<file path="src/rtl/dcache_bus_ctrl_pkg.sv">
// Shared types and encodings for the snooping D-cache bus controller and its
// response queue.
package dcache_bus_ctrl_pkg;

  localparam int DCACHE_TAG_W = 55;
  localparam int DCACHE_IDX_W = 6;

  typedef enum logic [1:0] {
    NONE  = 2'd0,
    GET_S = 2'd1,
    GET_M = 2'd2,
    PUT_M = 2'd3
  } message_t;

  localparam logic [1:0] BUS_NONE  = 2'd0;
  localparam logic [1:0] BUS_LOAD  = 2'd1;
  localparam logic [1:0] BUS_STORE = 2'd2;

  typedef logic [2:0] bus_state_t;
  localparam bus_state_t ST_IDLE        = 3'd0;
  localparam bus_state_t ST_GRANT       = 3'd1;
  localparam bus_state_t ST_MEM_RD_REQ  = 3'd2;
  localparam bus_state_t ST_MEM_RD_WAIT = 3'd3;
  localparam bus_state_t ST_MEM_WR_REQ  = 3'd4;

  typedef struct packed {
    logic        id;
    logic [63:0] data;
  } rsp_entry_t;

endpackage

</file>
<file path="src/rtl/dcache_bus_ctrl_rspq.sv">
// rspq_fifo: small circular response queue holding {core id, 64-bit data}
// entries in arrival order.
module rspq_fifo
  import dcache_bus_ctrl_pkg::*;
#(
  parameter int DEPTH = 4,
  localparam int PTR_W = (DEPTH > 1) ? $clog2(DEPTH) : 1,
  localparam int CNT_W = $clog2(DEPTH + 1)
) (
  input  logic             clk,
  input  logic             rst,
  input  logic             push,
  input  logic             pop,
  input  rsp_entry_t       din,
  output rsp_entry_t       dout,
  output logic [CNT_W-1:0] count,
  output logic             full,
  output logic             empty
);

  rsp_entry_t       mem_q [DEPTH];
  rsp_entry_t       mem_d [DEPTH];
  logic [PTR_W-1:0] wr_ptr_q, wr_ptr_d;
  logic [PTR_W-1:0] rd_ptr_q, rd_ptr_d;
  logic [CNT_W-1:0] count_q, count_d;
  logic             push_ok, pop_ok;

  assign full    = (count_q == CNT_W'(DEPTH));
  assign empty   = (count_q == '0);
  assign count   = count_q;
  assign dout    = mem_q[rd_ptr_q];
  assign push_ok = push & ~full;
  assign pop_ok  = pop & ~empty;

  always_comb begin
    // NOTE: every always_comb output gets a default first so no path leaves it unassigned (no latch).
    mem_d    = mem_q;
    wr_ptr_d = wr_ptr_q;
    rd_ptr_d = rd_ptr_q;
    count_d  = count_q;
    if (push_ok) begin
      mem_d[wr_ptr_q] = din;
      wr_ptr_d = (wr_ptr_q == PTR_W'(DEPTH - 1)) ? '0 : wr_ptr_q + PTR_W'(1);
    end
    if (pop_ok) begin
      rd_ptr_d = (rd_ptr_q == PTR_W'(DEPTH - 1)) ? '0 : rd_ptr_q + PTR_W'(1);
    end
    case ({push_ok, pop_ok})
      2'b10:   count_d = count_q + CNT_W'(1);
      2'b01:   count_d = count_q - CNT_W'(1);
      default: count_d = count_q;
    endcase
  end

  // NOTE: storage is deliberately left unreset; count/pointers alone define validity.
  always_ff @(posedge clk) begin
    mem_q <= mem_d;
  end

  // NOTE: sequential state uses non-blocking assignments so all flops update together.
  always_ff @(posedge clk) begin
    if (rst) begin
      wr_ptr_q <= '0;
      rd_ptr_q <= '0;
      count_q  <= '0;
    end else begin
      wr_ptr_q <= wr_ptr_d;
      rd_ptr_q <= rd_ptr_d;
      count_q  <= count_d;
    end
  end

endmodule

</file>
<file path="src/rtl/dcache_bus_ctrl.sv">
// Snooping bus controller for two D-cache controllers: round-robin grant,
// same-cycle snoop data, memory load/store fallback, response queue.
module dcache_bus_ctrl
  import dcache_bus_ctrl_pkg::*;
#(
  parameter int NCPU       = 2,
  parameter int RSPQ_DEPTH = 4
) (
  input  logic                                 clk,
  input  logic                                 rst,
  input  logic [NCPU-1:0]                      Dctrl2bus_req_en_i,
  input  logic [NCPU-1:0][DCACHE_TAG_W-1:0]    Dctrl2bus_req_tag_i,
  input  logic [NCPU-1:0][DCACHE_IDX_W-1:0]    Dctrl2bus_req_idx_i,
  input  logic [NCPU-1:0][63:0]                Dctrl2bus_req_data_i,
  input  message_t [NCPU-1:0]                  Dctrl2bus_req_message_i,
  output logic                                 bus2Dctrl_req_ack_o,
  output logic                                 bus2Dctrl_req_id_o,
  output logic [DCACHE_TAG_W-1:0]              bus2Dctrl_req_tag_o,
  output logic [DCACHE_IDX_W-1:0]              bus2Dctrl_req_idx_o,
  output message_t                             bus2Dctrl_req_message_o,
  input  logic [NCPU-1:0]                      Dctrl2bus_rsp_vld_i,
  input  logic [NCPU-1:0][63:0]                Dctrl2bus_rsp_data_i,
  output logic                                 bus2Dctrl_rsp_vld_o,
  output logic                                 bus2Dctrl_rsp_id_o,
  output logic [63:0]                          bus2Dctrl_rsp_data_o,
  input  logic [NCPU-1:0]                      Dctrl2bus_rsp_ack_i,
  output logic [1:0]                           bus2mem_command_o,
  output logic [63:0]                          bus2mem_addr_o,
  output logic [63:0]                          bus2mem_data_o,
  input  logic [3:0]                           mem2bus_response_i,
  input  logic [3:0]                           mem2bus_tag_i,
  input  logic [63:0]                          mem2bus_data_i
);

  localparam int CNT_W = $clog2(RSPQ_DEPTH + 1);

  bus_state_t              state_q, state_d;
  logic                    last_grant_q, last_grant_d;
  logic                    lat_id_q, lat_id_d;
  logic [DCACHE_TAG_W-1:0] lat_tag_q, lat_tag_d;
  logic [DCACHE_IDX_W-1:0] lat_idx_q, lat_idx_d;
  logic [63:0]             lat_data_q, lat_data_d;
  message_t                lat_msg_q, lat_msg_d;
  logic [3:0]              mem_tag_q, mem_tag_d;

  logic                    win_id;
  logic                    push_req;
  rsp_entry_t              push_entry;
  rsp_entry_t              head;
  logic [CNT_W-1:0]        rspq_count;
  logic                    rspq_full, rspq_empty;
  logic                    rspq_push, rspq_pop;
  logic [63:0]             lat_addr;

  assign lat_addr = {lat_tag_q, lat_idx_q, 3'b000};

  // Both requesting: the core that did not win last time goes first.
  always_comb begin
    if (Dctrl2bus_req_en_i[0] && Dctrl2bus_req_en_i[1]) win_id = ~last_grant_q;
    else                                                 win_id = Dctrl2bus_req_en_i[1];
  end

  always_comb begin
    state_d      = state_q;
    last_grant_d = last_grant_q;
    lat_id_d     = lat_id_q;
    lat_tag_d    = lat_tag_q;
    lat_idx_d    = lat_idx_q;
    lat_data_d   = lat_data_q;
    lat_msg_d    = lat_msg_q;
    mem_tag_d    = mem_tag_q;
    push_req     = 1'b0;
    push_entry   = '0;
    case (state_q)
      ST_IDLE: begin
        if ((|Dctrl2bus_req_en_i) && (rspq_count < CNT_W'(RSPQ_DEPTH))) begin
          lat_id_d     = win_id;
          lat_tag_d    = Dctrl2bus_req_tag_i[win_id];
          lat_idx_d    = Dctrl2bus_req_idx_i[win_id];
          lat_data_d   = Dctrl2bus_req_data_i[win_id];
          lat_msg_d    = Dctrl2bus_req_message_i[win_id];
          last_grant_d = win_id;
          state_d      = ST_GRANT;
        end
      end
      ST_GRANT: begin
        case (lat_msg_q)
          GET_S: begin
            // Only the other core's snoop can supply the line.
            if (Dctrl2bus_rsp_vld_i[~lat_id_q]) begin
              push_req   = 1'b1;
              push_entry = '{id: lat_id_q, data: Dctrl2bus_rsp_data_i[~lat_id_q]};
              state_d    = ST_IDLE;
            end else begin
              state_d = ST_MEM_RD_REQ;
            end
          end
          PUT_M:   state_d = ST_MEM_WR_REQ;
          default: state_d = ST_IDLE;
        endcase
      end
      ST_MEM_RD_REQ: begin
        if (mem2bus_response_i != 4'd0) begin
          mem_tag_d = mem2bus_response_i;
          state_d   = ST_MEM_RD_WAIT;
        end
      end
      ST_MEM_RD_WAIT: begin
        if ((mem_tag_q != 4'd0) && (mem2bus_tag_i == mem_tag_q)) begin
          push_req   = 1'b1;
          push_entry = '{id: lat_id_q, data: mem2bus_data_i};
          mem_tag_d  = 4'd0;
          state_d    = ST_IDLE;
        end
      end
      ST_MEM_WR_REQ: begin
        if (mem2bus_response_i != 4'd0) state_d = ST_IDLE;
      end
      default: state_d = ST_IDLE;
    endcase
  end

  always_comb begin
    bus2Dctrl_req_ack_o     = 1'b0;
    bus2Dctrl_req_id_o      = 1'b0;
    bus2Dctrl_req_tag_o     = '0;
    bus2Dctrl_req_idx_o     = '0;
    bus2Dctrl_req_message_o = NONE;
    bus2mem_command_o       = BUS_NONE;
    bus2mem_addr_o          = '0;
    bus2mem_data_o          = '0;
    case (state_q)
      ST_GRANT: begin
        bus2Dctrl_req_ack_o     = 1'b1;
        bus2Dctrl_req_id_o      = lat_id_q;
        bus2Dctrl_req_tag_o     = lat_tag_q;
        bus2Dctrl_req_idx_o     = lat_idx_q;
        bus2Dctrl_req_message_o = lat_msg_q;
      end
      ST_MEM_RD_REQ: begin
        bus2mem_command_o = BUS_LOAD;
        bus2mem_addr_o    = lat_addr;
      end
      ST_MEM_WR_REQ: begin
        bus2mem_command_o = BUS_STORE;
        bus2mem_addr_o    = lat_addr;
        bus2mem_data_o    = lat_data_q;
      end
      default: ;
    endcase
  end

  always_ff @(posedge clk) begin
    if (rst) begin
      state_q      <= ST_IDLE;
      last_grant_q <= 1'b1;
      lat_id_q     <= 1'b0;
      lat_tag_q    <= '0;
      lat_idx_q    <= '0;
      lat_data_q   <= '0;
      lat_msg_q    <= NONE;
      mem_tag_q    <= 4'd0;
    end else begin
      state_q      <= state_d;
      last_grant_q <= last_grant_d;
      lat_id_q     <= lat_id_d;
      lat_tag_q    <= lat_tag_d;
      lat_idx_q    <= lat_idx_d;
      lat_data_q   <= lat_data_d;
      lat_msg_q    <= lat_msg_d;
      mem_tag_q    <= mem_tag_d;
    end
  end

  assign rspq_push = push_req & ~rspq_full;
  assign rspq_pop  = ~rspq_empty & Dctrl2bus_rsp_ack_i[head.id];

  rspq_fifo #(.DEPTH(RSPQ_DEPTH)) u_rspq (
    .clk   (clk),
    .rst   (rst),
    .push  (rspq_push),
    .pop   (rspq_pop),
    .din   (push_entry),
    .dout  (head),
    .count (rspq_count),
    .full  (rspq_full),
    .empty (rspq_empty)
  );

  // Head fields are masked while empty so stale storage never shows.
  assign bus2Dctrl_rsp_vld_o  = ~rspq_empty;
  assign bus2Dctrl_rsp_id_o   = head.id & ~rspq_empty;
  assign bus2Dctrl_rsp_data_o = rspq_empty ? 64'd0 : head.data;

endmodule

</file>
<file path="config.mk">
export PLATFORM = sky130hd
export DESIGN_NAME = dcache_bus_ctrl
export DESIGN_NICKNAME = d
export VERILOG_FILES = /design/src/rtl/dcache_bus_ctrl_pkg.sv /design/src/rtl/dcache_bus_ctrl_rspq.sv /design/src/rtl/dcache_bus_ctrl.sv
export SDC_FILE = /design/constraint.sdc
export NUM_CORES = 1
export LEC_CHECK = 0
export CELL_PAD_IN_SITES_DETAIL_PLACEMENT = 0
export CELL_PAD_IN_SITES_GLOBAL_PLACEMENT = 2
export CORE_AREA = 4 4 280 282
export CTS_CLUSTER_DIAMETER = 200
export DETAILED_ROUTE_END_ITERATION = 7
export DIE_AREA = 0 0 284 286
export PLACE_DENSITY_LB_ADDON = 0.25
export SLEW_MARGIN = 20
export SYNTH_ARGS = -nofsm -noshare
export SYNTH_HDL_FRONTEND = slang
export SYNTH_SLANG_ARGS = --single-unit
</file>
<file path="constraint.sdc">
create_clock -name clk -period 7 [get_ports clk]
set_clock_uncertainty 0.1 [all_clocks]
set_input_delay 1.4 -clock clk [delete_from_list [all_inputs] [get_ports clk]]
set_output_delay 1.4 -clock clk [all_outputs]
set_load 0.01 [all_outputs]
</file>
Word level (Yosys, flattened, before mapping):

Index checks and enable logic that the tools add are counted.

* output and inout port bits: 261
* input bits: 462
* word-level logic and storage cells: 123
* register bits after elaboration: 403

* add/sub/neg operators: 4
* multiplexer cells: 51
* bitwise logic cells: 11
* order comparisons: 7
* eq/ne operators: 16
* reduce and logical (&&, ||, !) cells: 15

Operators by type and width (count)
* $mux 64: 7
* $mux 65: 6
* $bwmux 260: 1
* $mux 55: 3
* $bmux 65 s2: 1
* $demux 65 s2: 1
* $pmux 65 s2: 1
* $mux 6: 3
* $pmux 3 s5: 1
* $mux 2: 6
* $mux 3: 4
* $pmux 3 s2: 2
* $mux 1: 10
* $eq 2x2->1 const B: 4
* $mux 4: 2
* $ne 2x2->1 const B: 4
* $pmux 4 s2: 1
* $reduce_bool 4->1: 2
* $eq 3x2->1 const B: 2
* $eq 3x3->1 const B: 2
* $ge 3x3->1 const B: 2
* $logic_not 3->1: 2
* $lt 1x2->1 const B: 3
* $not 2->3: 2
* 18 further kinds: 32

Logic depth before layout (Yosys ltp):

Gate-level depths: netlist of run 1.

* depth in word-level cells: 10
* mapped depth: 12
* mapped depth without buffers: 10

Cells and area by module:

Synthesis of run 1 repeated with hierarchy kept, for this count alone.

* cell total of the unflattened synthesis: 1471
* area total of the unflattened synthesis: 19072.0 µm²

By module, submodules not included
* rspq_fifo: area each 9849.4 µm², cells each 392, sequential area each 7947.6 µm², instances 1
* dcache_bus_ctrl: area each 9222.6 µm², cells each 1079, sequential area each 2722.6 µm², instances 1

Worst setup path before layout of run 1:

Ideal clock, no wire load.

* kind: input -> register
* from: input mem2bus_tag_i[2]
* to: register u_rspq.mem_q[100] in the netlist's numbering, enable pin
* setup time: 0.430 ns
* required time: 6.470 ns
* path buffers: 0
* path slack: 2.906 ns
* arrival: 3.564 ns
* stages on the path: 4
* path through: xnor2_1 -> nand3_1 -> o21ai_2 -> and2_1

* cells in the longest elaborated chain, start to end: 6

Ends and longest elaborated chain
* from (decl): line dcache_bus_ctrl.sv:31 `input logic [3:0] mem2bus_tag_i,`
* $eq 4x4->1: line dcache_bus_ctrl.sv:109 `if ((mem_tag_q != 4'd0) && (mem2bus_tag_i == mem_tag_q)) begin`
* $logic_and 1x1->1: line dcache_bus_ctrl.sv:109
* $mux 1: line dcache_bus_ctrl.sv:109
* $pmux 1 s2: line dcache_bus_ctrl.sv:74 `case (state_q)`
* $and 1x1->1: line dcache_bus_ctrl.sv:175 `assign rspq_push = push_req & ~rspq_full;`
* $and 1x1->1: line dcache_bus_ctrl_rspq.sv:32 `assign push_ok = push & ~full;`
* to (signal assigned): line dcache_bus_ctrl_rspq.sv:57 `mem_q <= mem_d;`
* to (decl): line dcache_bus_ctrl_rspq.sv:21 `rsp_entry_t mem_q [DEPTH];`

Every way passes these cells.
A chain may end at the register's enable or synchronous reset.

Worst setup path in the final report of run 1:

* from: register u_rspq.rd_ptr_q[0]
* to: output bus2Dctrl_rsp_data_o[35]

* cells in the longest elaborated chain, start to end: 5

Ends and longest elaborated chain
* from (decl): line dcache_bus_ctrl_rspq.sv:24 `logic [PTR_W-1:0] rd_ptr_q, rd_ptr_d;`
* from (signal assigned): line dcache_bus_ctrl_rspq.sv:68 `rd_ptr_q <= rd_ptr_d;`
* $not 2->3 (implied by the code): line dcache_bus_ctrl_rspq.sv:31 `assign dout = mem_q[rd_ptr_q];`
* $bmux 65 s2: line dcache_bus_ctrl_rspq.sv:31
* $mux 65 (implied by the code) (2 in a row): line dcache_bus_ctrl_rspq.sv:31
* $mux 64: line dcache_bus_ctrl.sv:193 `assign bus2Dctrl_rsp_data_o = rspq_empty ? 64'd0 : head.data;`
* to (decl): line dcache_bus_ctrl.sv:25 `output logic [63:0] bus2Dctrl_rsp_data_o,`

Every way passes these cells. The select of a mux whose other input is x is not followed.

==> Implementation_results.wiki, run 1 <==
{| class="wikitable"
! Metric !! Value
|-
| Worst IR Drop VDD || ~0.00016 V
|-
| GRT Util Overall || 16.9%
|-
| Number of buffers added on ports || 719
|-
| Sw Share || a little under a quarter
|-
| Post-cts gate resize count || 0
|-
| Clock group share of total power || between 40% and 50%
|-
| Final Max Slew Viols || 0
|-
| Critical Path AT || approximately 3200 ps
|-
| Power density over the cells || 209 nW/um^2
|-
| Cell count after synthesis || between 1000 and 1500
|-
| Total number of yosys warnings || 0
|-
| Most used cells in the layout excluding fill and tap cells || 718 x sky130_fd_sc_hd__clkdlybuf4s50_1, 260 x sky130_fd_sc_hd__edfxtp_1, 255 x sky130_fd_sc_hd__and2_1, 197 x sky130_fd_sc_hd__mux2i_1, 140 x sky130_fd_sc_hd__dfxtp_1
|-
| Switching power total || around 1.4 mW
|-
| Highest Clock Rate || between 200 and 250 MHz
|-
| Post-layout net count || 2585
|-
| Part of the cycle the worst path needs || 67.5%
|-
| Max_cap viols || 0
|-
| Number of detailed-routing iterations run before antenna repair || 5
|-
| Total number of clock tree sinks || between 400 and 500
|-
| First-pass GRT wire length || roughly 100 mm
|-
| Maximum number of pins on one net before global-route repair || 239
|-
| Remaining global-route overflow || 0
|-
| Floorplan die height || ~290 um
|-
| Most common cell after layout, fill and taps aside || sky130_fd_sc_hd__clkdlybuf4s50_1
|-
| Fraction of final layout cells with drive strength greater than 1 || around 8%
|-
| Setup repair after global routing missed its margin || no
|-
| Initial Utilization || between 20% and 30%
|-
| Remaining design rule violation count || 0
|-
| Routed wire length per instance || 22.8 um
|-
| Final TNS setup || 0 ps
|-
| Site Rows || between 100 and 150
|-
| Cts hold-fix bufs || 0
|-
| Worst Tran Pin Value || approximately 1100 ps
|-
| Number of setup violations in the final report || 0
|-
| Detail-routed via count per cell || between 4 and 5
|-
| Die Area || slightly above 80000 sq um
|-
| Path class of the lowest-slack min-delay path || register to register
|-
| Clock slew at reported path FFs || about 60 ps
|-
| Layout area overhead || 50.7%
|-
| Clock tree buffer depth || 3
|-
| Mean area per synthesized cell || about 13 sq um
|-
| Worst rel slew slack || between 20% and 30%
|-
| Post-synth cell types || between 40 and 50
|-
| Die outline width || between 200 and 300 um
|-
| Drt total wl || 71.5 mm
|-
| Initial antenna violation count || 8
|-
| Final instance count without filler cells || around 3100
|-
| Combinational power share || a little over an eighth
|-
| Antenna Nets Post-Route || 0
|-
| Clock buffers created by TritonCTS || 45
|-
| Fraction of the yosys area taken by sequential cells || approximately 56%
|-
| Core outline area || between 70000 and 80000 sq um
|-
| RD Place Congestion || 0.825
|-
| Internal power || between 4 and 5 mW
|-
| Fill cell count || approximately 7300
|-
| Number of setup buffers added after CTS || 0
|-
| Clock Tree Root || sky130_fd_sc_hd__clkbuf_16
|-
| Area of all placed cells without fillers || around 29000 sq um
|-
| Static leakage || about 10 nW
|-
| Final worst-path setup slack || between 2000 and 2500 ps
|-
| Run status || finished, final reports clean
|-
| Number of global-route vias before repair || ~15000
|-
| Routed vias || about 14000
|-
| Sequential power share || approximately 45%
|-
| Post-layout utilization of the core || a little under two fifths
|-
| Synthesized area || about 19000 sq um
|-
| CTS tree || yes
|-
| Post-placement setup slack || 2640 ps
|-
| Min Tclk post-route || roughly 4700 ps
|-
| Final Hold Fails || 0
|-
| Top fanout value on the critical path || 30
|-
| Detailed placement HPWL || around 53 mm
|-
| Endpoint required time on the critical path || 5500 ps
|-
| Post-DP Area || between 20000 and 30000 sq um
|-
| Crit path launch type || register
|-
| Count of pins on the block boundary || just over 700
|-
| Count of placed standard cells including taps || approximately 3000
|-
| Skew-Pair Late Insertion Delay || 570 ps
|-
| Type of the setup path with the least slack || register to output port
|-
| H-tree levels || 2
|-
| Number of synthesized register bits || 403
|-
| Critical Path End Type || output port
|-
| Iteration-0 DRC Markers || between 500 and 600
|}
-- final cells by class --
| cell class | count | area, sq um | area share, % |
|---|---|---|---|
| sequential | 403 | 10700 | 37.4 |
| multi-input combinational | 923 | 7710 | 27.0 |
| timing repair buffer | 735 | 7360 | 25.7 |
| tap | 978 | 1220 | 4.28 |
| clock buffer | 52 | 1180 | 4.14 |
| clock inverter | 31 | 397 | 1.39 |
| inverter | 8 | 30.0 | 0.105 |
| antenna | 3 | 7.51 | 0.0263 |
-- power groups by stage --
| stage | registers, mW | logic [mW] | clock network (mW) |
|---|---|---|---|
| CTS | 2.67 | 0.824 | 2.60 |
| detailed placement | 2.72 | 0.822 | 0 |
| floorplan | 2.68 | 0.406 | 0 |
| finish | 2.67 | 0.807 | 2.51 |
| global placement | 2.72 | 0.808 | 0 |
| global route | 2.68 | 0.880 | 2.70 |
-- sequential cells by signal, indices dropped and copies added, names as in the netlist --
signal and count:
last_grant_q 1, lat_data_q 64, lat_id_q 1, lat_idx_q 6
lat_msg_q 2, lat_tag_q 55, mem_tag_q 4, state_q 3
u_rspq.count 3, u_rspq.mem_q 260, u_rspq.rd_ptr_q 2, u_rspq.wr_ptr_q 2
-- cell usage after synthesis (all sizes together) --
cell / n / area [sq um]
a2111oi: 1 / 8.76
fa: 1 / 20.0
mux2: 2 / 22.5
or2: 1 / 6.26
nand3: 3 / 15.0
nor3: 2 / 10.0
nor2: 139 / 529
ha: 6 / 75.1
edfxtp: 260 / 7810
nor4b: 4 / 35.0
buf: 66 / 375
a211oi: 128 / 961
dfxtp: 143 / 2860
clkbuf: 61 / 230
nand4: 2 / 12.5
nor4: 1 / 21.3
nor2b: 2 / 12.5
or3: 2 / 12.5
and2: 259 / 1620
o31ai: 2 / 15.0
nand2: 7 / 28.8
o211ai: 1 / 7.51
a31oi: 1 / 6.26
a21oi: 4 / 20.0
mux2i: 198 / 1990
inv: 8 / 30.0
xor2: 2 / 17.5
mux4: 65 / 1460
nor3b: 4 / 30.0
conb: 1 / 3.75
o21bai: 1 / 7.51
xnor2: 5 / 43.8
o21ai: 3 / 18.8
a21boi: 2 / 15.0
and3b: 1 / 8.76
a41o: 4 / 40.0
or3b: 1 / 8.76
or4: 2 / 15.0
o2bb2ai: 64 / 561
-- critical path: stages, from the launching register on --
cell and delay [ps]:
sky130_fd_sc_hd__dfxtp_4 680, sky130_fd_sc_hd__buf_16 300, sky130_fd_sc_hd__buf_4 400, sky130_fd_sc_hd__mux4_2 540, sky130_fd_sc_hd__and2_1 170, sky130_fd_sc_hd__clkdlybuf4s50_1 510
-- worst paths after layout --
path	from	endpoint	slack (ps)	cells after the start
min reg2reg	lat_data_q[22]$_SDFFE_PP0P_	lat_data_q[22]$_SDFFE_PP0P_	390	2
min	lat_data_q[22]$_SDFFE_PP0P_	lat_data_q[22]$_SDFFE_PP0P_	390	2
max	u_rspq.rd_ptr_q[0]$_SDFFE_PP0P_	bus2Dctrl_rsp_data_o[35]	2270	5
max reg2reg	state_q[0]$_SDFFE_PP0P_	u_rspq.mem_q[212]$_DFFE_PP_	3910	5
-- kinds of logic (layout without fill, tap and decap cells) --
family          Yosys count  after routing  share of synthesized area (%)
simple gates            430            430                           12.5
flops                   403            403                           56.3
mux                     265            265                           18.3
compound gates          211            211                           8.76
buf+inv                 135            826                           3.35
fa+ha+maj                 7              7                          0.501
xor+xnor                  7              7                          0.323
other cells               1              6                         0.0198
-- metrics by stage --
stage / hold WS (ps) / total power [mW]
2_1_floorplan: 342 / 3.09
5_1_grt: 414 / 6.26
3_3_place_gp: 382 / 3.53
6_report: 393 / 5.99
4_1_cts: 394 / 6.10
3_5_place_dp: 387 / 3.54
-- layer usage --
metal  routed length [um]  vias up  track usage (%)
met1                28100     6785             19.5
met4                 1640        6             4.26
met3                 5420       77             5.69
met5                   41        -                0
li1                     -     6771                -
met2                36300      465             30.1
(Power assumes the default switching activity.)
==> run 2: changes to the inputs <==
--- a/config.mk
+++ b/config.mk
@@ -7,10 +7,10 @@
 export LEC_CHECK = 0
 export CELL_PAD_IN_SITES_DETAIL_PLACEMENT = 0
 export CELL_PAD_IN_SITES_GLOBAL_PLACEMENT = 2
-export CORE_AREA = 4 4 280 282
+export CORE_MARGIN = 4
+export CORE_UTILIZATION = 25
 export CTS_CLUSTER_DIAMETER = 200
 export DETAILED_ROUTE_END_ITERATION = 7
-export DIE_AREA = 0 0 284 286
 export PLACE_DENSITY_LB_ADDON = 0.25
 export SLEW_MARGIN = 20
 export SYNTH_ARGS = -nofsm -noshare
==> constraint.sdc (replaced) <==
create_clock -name clk -period 4.25 [get_ports clk]
set_clock_uncertainty 0.1 [all_clocks]
set_input_delay 0.85 -clock clk [delete_from_list [all_inputs] [get_ports clk]]
set_output_delay 0.85 -clock clk [all_outputs]
set_load 0.01 [all_outputs]
==> run 2 against run 1 <==
Worst hold slack got worse by 1.5 ps. Sequential power increased by 64%. Via count increased by 0.86%. Critical path type unchanged. Die area decreased by 1.1%. Non-clock buffer count increased by 20. Core utilization increased by 0.71 points. Clock power increased by 54%. Setup slack got worse by 1800 ps. Final area increased by 0.71%. Highest routed layer unchanged. Wire length decreased by 0.66%. Power increased by 61%.
==> Implementation_results.wiki, run 2 (synthesis gave the netlist of run 1 again) <==
{| class="wikitable"
! Metric !! Value
|-
| Run status || finished, final reports clean
|-
| Sw Share || 23.6% (+0.18 points)
|-
| GRT Util Overall || 17.0% (+0.17 points)
|-
| Logic depth of the worst register-to-register path || 8 (+3)
|-
| Count of pins on the block boundary || 723 (unchanged)
|-
| Detailed placement HPWL || 53.9 mm (+1.3%)
|-
| Setup repair after global routing missed its margin || no
|-
| Final Hold Fails || 0 (unchanged)
|-
| Die outline width || 283 um (-0.20%)
|-
| Site Rows || 100 (-0.99%)
|-
| Layout area overhead || 51.8%
|-
| Clock tree buffer depth || 3 (unchanged)
|-
| Routed wire length per instance || 22.6 um (-1.0%)
|-
| RD Place Congestion || 0.853 (+3.4%)
|-
| Number of setup violations in the final report || 0 (unchanged)
|-
| Crit path launch type || register
|-
| Clock group share of total power || 40.2% (-1.8 points)
|-
| Final TNS setup || 0 ps (unchanged)
|-
| Type of the setup path with the least slack || register to output port
|-
| Detail-routed via count per cell || 4.52 (+0.47%)
|-
| Skew-Pair Late Insertion Delay || 560 ps (about the same)
|-
| Switching power total || 2.27 mW (+62%)
|-
| Number of cells on the worst hold path || 2 (unchanged)
|-
| Post-cts gate resize count || 0 (unchanged)
|-
| Path class of the lowest-slack min-delay path || register to register
|-
| Worst rel slew slack || 48.3% (+23 points)
|-
| Antenna Nets Post-Route || 0 (unchanged)
|-
| Power density over the cells || 334 nW/um^2 (+60%)
|-
| Drt total wl || 71.0 mm (-0.66%)
|-
| Static leakage || 10.1 nW (+0.95%)
|-
| Worst Tran Pin Value || 776 ps (-352 ps)
|-
| Maximum number of pins on one net before global-route repair || 82 (-66%)
|-
| Overall power consumption || 9.62 mW (+61%)
|-
| Startpoint of the worst setup timing path || u_rspq.count[2]$_SDFFE_PP0P_
|-
| Combinational power share || 14.4% (+0.9 points)
|-
| Startpoint of the tightest hold check path || lat_data_q[36]$_SDFFE_PP0P_
|-
| Most used cells in the layout excluding fill and tap cells || 718 x sky130_fd_sc_hd__clkdlybuf4s50_1, 260 x sky130_fd_sc_hd__edfxtp_1, 255 x sky130_fd_sc_hd__and2_1, 197 x sky130_fd_sc_hd__mux2i_1, 140 x sky130_fd_sc_hd__dfxtp_1
|-
| CTS tree || yes
|-
| Initial Utilization || 25.3% (+0.29 points)
|-
| Critical Path AT || 2830 ps (-400 ps)
|-
| H-tree levels || 2 (unchanged)
|-
| Die Area || 80300 sq um (-1.1%)
|-
| Routed vias || 14200 (+0.86%)
|-
| Top flop regs || u_rspq.mem_q: 260 flops, lat_data_q: 64 flops, lat_tag_q: 55 flops
|-
| Clock Tree Root || sky130_fd_sc_hd__clkbuf_16
|-
| Hold WS || 392 ps (-1.53 ps)
|-
| Number of detailed-routing iterations run before antenna repair || 5 (unchanged)
|-
| Min Tclk post-route || approximately 3800 ps
|-
| Initial antenna violation count || 6 (-2)
|-
| Max_cap viols || 0 (unchanged)
|-
| Cts hold-fix bufs || 0 (unchanged)
|-
| Post-layout net count || 2607 (+0.85%)
|-
| Clock buffers created by TritonCTS || 47 (+4.4%)
|-
| Number of global-route vias before repair || 15100 (+1.5%)
|-
| Iteration-0 DRC Markers || 624 (+15%)
|-
| Internal power || 7.34 mW (+60%)
|-
| Fraction of final layout cells with drive strength greater than 1 || 8.78% (+0.60 points)
|-
| Part of the cycle the worst path needs || roughly nine tenths
|-
| Floorplan die height || 283 um (-0.90%)
|-
| Most common cell after layout, fill and taps aside || sky130_fd_sc_hd__clkdlybuf4s50_1
|-
| Total number of clock tree sinks || 403 (unchanged)
|-
| Clock slew at reported path FFs || 60 ps (about the same)
|-
| Crit Reg-Reg Startpoint || u_rspq.rd_ptr_q[0]$_SDFFE_PP0P_
|-
| Register bank with the most flops || u_rspq.mem_q
|-
| Core outline area || 74800 sq um (-1.2%)
|-
| Endpoint required time on the critical path || 3300 ps (-2200 ps)
|-
| Highest Clock Rate || roughly 260 MHz
|-
| First-pass GRT wire length || 103 mm (+0.69%)
|-
| Remaining global-route overflow || 0 (unchanged)
|-
| Top fanout value on the critical path || 39 (+30%)
|-
| Number of setup buffers added after CTS || 0 (unchanged)
|-
| Final Max Slew Viols || 0 (unchanged)
|-
| Critical Path End Type || output port
|-
| Number of flip-flops under the largest register name || 260 (unchanged)
|-
| Remaining design rule violation count || 0 (unchanged)
|-
| Fill cell count || 7163 (-1.8%)
|-
| Worst IR Drop VDD || 0.000189 V (+20%)
|-
| Sequential power share || 45.5% (+0.9 points)
|-
| Number of buffers added on ports || 719 (unchanged)
|}
run 2: power by group through the flow:
stage | registers (mW) | clock network, mW | logic, mW
floorplan | 4.42 | 0 | 0.669
global placement | 4.45 | 0 | 1.40
detailed placement | 4.46 | 0 | 1.41
CTS | 4.38 | 4.02 | 1.41
global route | 4.39 | 4.19 | 1.50
finish | 4.37 | 3.86 | 1.38
run 2: cell type report:
| class | count | area (sq um) | area share, % |
|---|---|---|---|
| inverters | 8 | 30.0 | 0.104 |
| multi-input cells | 923 | 7710 | 26.8 |
| well taps | 969 | 1210 | 4.21 |
| diodes | 1 | 2.50 | 0.00869 |
| repair buffers | 755 | 7680 | 26.7 |
| clock buffers | 56 | 1210 | 4.20 |
| flip-flops and latches | 403 | 10700 | 37.1 |
| clock inverters | 30 | 272 | 0.943 |
run 2: path summary, 6_finish.rpt:
path              slack (ps)                           end
setup / recovery         470      bus2Dctrl_rsp_data_o[16]
hold / removal           390   lat_data_q[36]$_SDFFE_PP0P_
setup reg to reg        1370  u_rspq.count[2]$_SDFFE_PP0P_
hold reg to reg          390   lat_data_q[36]$_SDFFE_PP0P_
run 2: critical path, stage by stage, from the launching register on:
cell and delay [ps]:
sky130_fd_sc_hd__dfxtp_1 390, sky130_fd_sc_hd__or3_2 850, sky130_fd_sc_hd__buf_4 340, sky130_fd_sc_hd__and2_1 150, sky130_fd_sc_hd__clkdlybuf4s50_1 510
run 2: per-layer routing:
metal	part of all wire, %	GRT usage, %	vias to the layer above
li1	-	-	6797
met1	39	20.0	6874
met2	51	30.5	490
met3	7.9	5.64	58
met4	1.6	3.19	6
met5	0.054	0	-
run 2: per-stage QoR:
| stage | setup WS, ps | utilization, % | instances | area, sq um |
|---|---|---|---|---|
| 5_1_grt | 274 | 38.5 | 3144 | 28800 |
| 3_5_place_dp | 839 | 36.5 | 3058 | 27300 |
| 3_3_place_gp | 833 | 36.5 | 3058 | 27300 |
| 2_1_floorplan | 706 | - | 1461 | 19000 |
| 4_1_cts | 372 | 38.5 | 3144 | 28800 |
| 6_report | 466 | 38.5 | 3145 | 28800 |
==> RTL edit: new RTL, settings of run 1 <==
`RSPQ_DEPTH`: 4 -> 8.
--- a/src/rtl/dcache_bus_ctrl.sv
+++ b/src/rtl/dcache_bus_ctrl.sv
@@ -5,5 +5,5 @@
 #(
   parameter int NCPU       = 2,
-  parameter int RSPQ_DEPTH = 4
+  parameter int RSPQ_DEPTH = 8
 ) (
   input  logic                                 clk,
Check against the original RTL: not settled (the Yosys comparison gave no result); the edit may change what the design does.
==> RTL edit against run 1 <==
- sequential power rose by 65%
- sequential cell count rose by 263
- synthesized area rose by 52%
- cell count rose by 17%
- setup slack got worse by 0.15 ns
- global-route usage rose by 4.6 points
- power rose by 53%
- routed wire length rose by 26%
- cell area rose by 39%
- combinational power rose by 15%
- via count rose by 33%
==> RTL edit: results (changes against run 1) <==
Global routing
  – Initial antenna violation count: 9 (+1)
  – First-pass GRT wire length: 131,000 µm (+28%)
  – Overall routing resource usage: 21.4% (+4.6 points)
  – Pin count of the biggest net entering global routing: 151 (-37%)
  – Vias in the first global route: 19,700 (+32%)

Hold path
  – Hold endpoint: lat_data_q[21]

Yosys
  – Sequential-to-total area share from yosys stat: 64.3% (+8.0 points)
  – Mux contribution to synthesized area: 19.3% (+0.97 points)
  – Netlist cell types: 43 (-8.5%)
  – Gate Count Post-Synth: 1,955 (+34%)
  – Post-synth EDFFs: 520 (+100%)
  – Most frequent cells after synthesis: edfxtp_1, mux2i_1, nor2_1, and2_1, dfxtp_1
  – Post-synthesis xor/xnor area fraction: 0.273% (-0.050 points)
  – Post-Synth Adder-Cell Area: 0.304% (-0.20 points)
  – Synth top area cells: edfxtp_1, mux4_2, dfxtp_1, mux2i_1, and2_1

Setup path
  – WP data arrival: 3.38 ns (+0.15 ns)
  – FF-to-FF setup slack: 2.95 ns (-0.96 ns)
  – CP max stage delay: 0.84 ns (+0.16 ns)
  – Worst r2r dst: u_rspq.count[2]
  – R2r startpoint: u_rspq.rd_ptr_q[0]
  – R2R depth: 10 (+5)
  – CP max FO: 56 (+87%)

Power and ir drop
  – Final Power: 9.17 mW (+53%)
  – Lkg Pwr: 12.6 nW (+26%)
  – Max VDD drop: 0.000165 V (+4.7%)

Detailed routing
  – Vias: 18,800 (+33%)
  – Total wire length: 89,800 µm (+26%)
  – DR iter-0 viols: 1,112 (+100%)

Place
  – Placement Cell Area: 37,200 µm² (+38%)
  – HPWL Detailed: 60,900 µm (+14%)
  – Place WS: 2.22 ns (-0.415 ns)
  – Cell count after placement: 3,535 (+16%)
  – GP Congestion: 0.816 (-1.1%)

Cells and area
  – Nets@finish: 3,100 (+20%)
  – Share of layout cells above drive strength 1: 11.1% (+2.9 points)
  – Fin cells: 3,671 (+17%)
  – Fillers: 6,329 (-13%)
  – Top Registers: u_rspq.mem_q x520, lat_data_q x64, lat_tag_q x55

Clocking
  – H-tree Lvls: 3 (+1)
  – Post-CTS setup buffers: 0 (unchanged)
  – CTS Buf Count: 72 (+60%)

Timing
  – Slew HR: 24.8% (about the same)
  – Worst hold margin: 0.392 ns (-0.00113 ns)

Run status
  – Status: completed
[RTL edit: changes by cell type after synthesis, sizes merged, moves of 5 or more]
cell	delta
a21oi	+10
and2	-68
buf	-27
clkbuf	+52
edfxtp	+260
inv	-6
mux2i	+65
mux4	+65
nand2	+64
nor2	+67
o21ai	+66
o2bb2ai	-64
xor2	+5
[RTL edit: report_power, final]
part / internal, mW / leakage, nW / switching [mW]
clock: 2.28 / 1.16 / 1.56
sequential: 4.32 / 5.58 / 0.0792
combinational: 0.515 / 5.85 / 0.416
total: 7.12 / 12.6 / 2.05
[RTL edit: metal layers]
metal  share of wire, %  vias to the layer above  global-route usage, %
met3                7.1                      140                   5.85
met2                 50                      636                   36.9
met5              0.045                        -                      0
li1                   -                     8811                      -
met4                3.7                        6                   8.19
met1                 39                     9222                   25.7
[RTL edit: how the worst max path moves through the flow]
stage                       startpoint                  endpoint  depth (start not counted)  slack (ns)
floorplan             mem2bus_tag_i[1]         u_rspq.mem_q[325]                          6       -3.00
global placement      mem2bus_tag_i[1]          u_rspq.mem_q[28]                          7        2.30
detailed placement    mem2bus_tag_i[1]          u_rspq.mem_q[27]                          7        2.22
CTS                 u_rspq.rd_ptr_q[0]  bus2Dctrl_rsp_data_o[51]                          5        1.95
global route        u_rspq.rd_ptr_q[0]  bus2Dctrl_rsp_data_o[26]                          5        1.79
finish              u_rspq.rd_ptr_q[0]  bus2Dctrl_rsp_data_o[51]                          5        2.12
[RTL edit: final cells by class]
cell class	instances	area [µm²]	area share (%)
inverter	2	7.51	0.0190
sequential	666	18600	46.9
timing repair buffer	752	7570	19.1
tap	978	1220	3.09
antenna	4	10.0	0.0253
clock inverter	47	487	1.23
multi-input combinational	1137	9820	24.8
clock buffer	85	1920	4.86
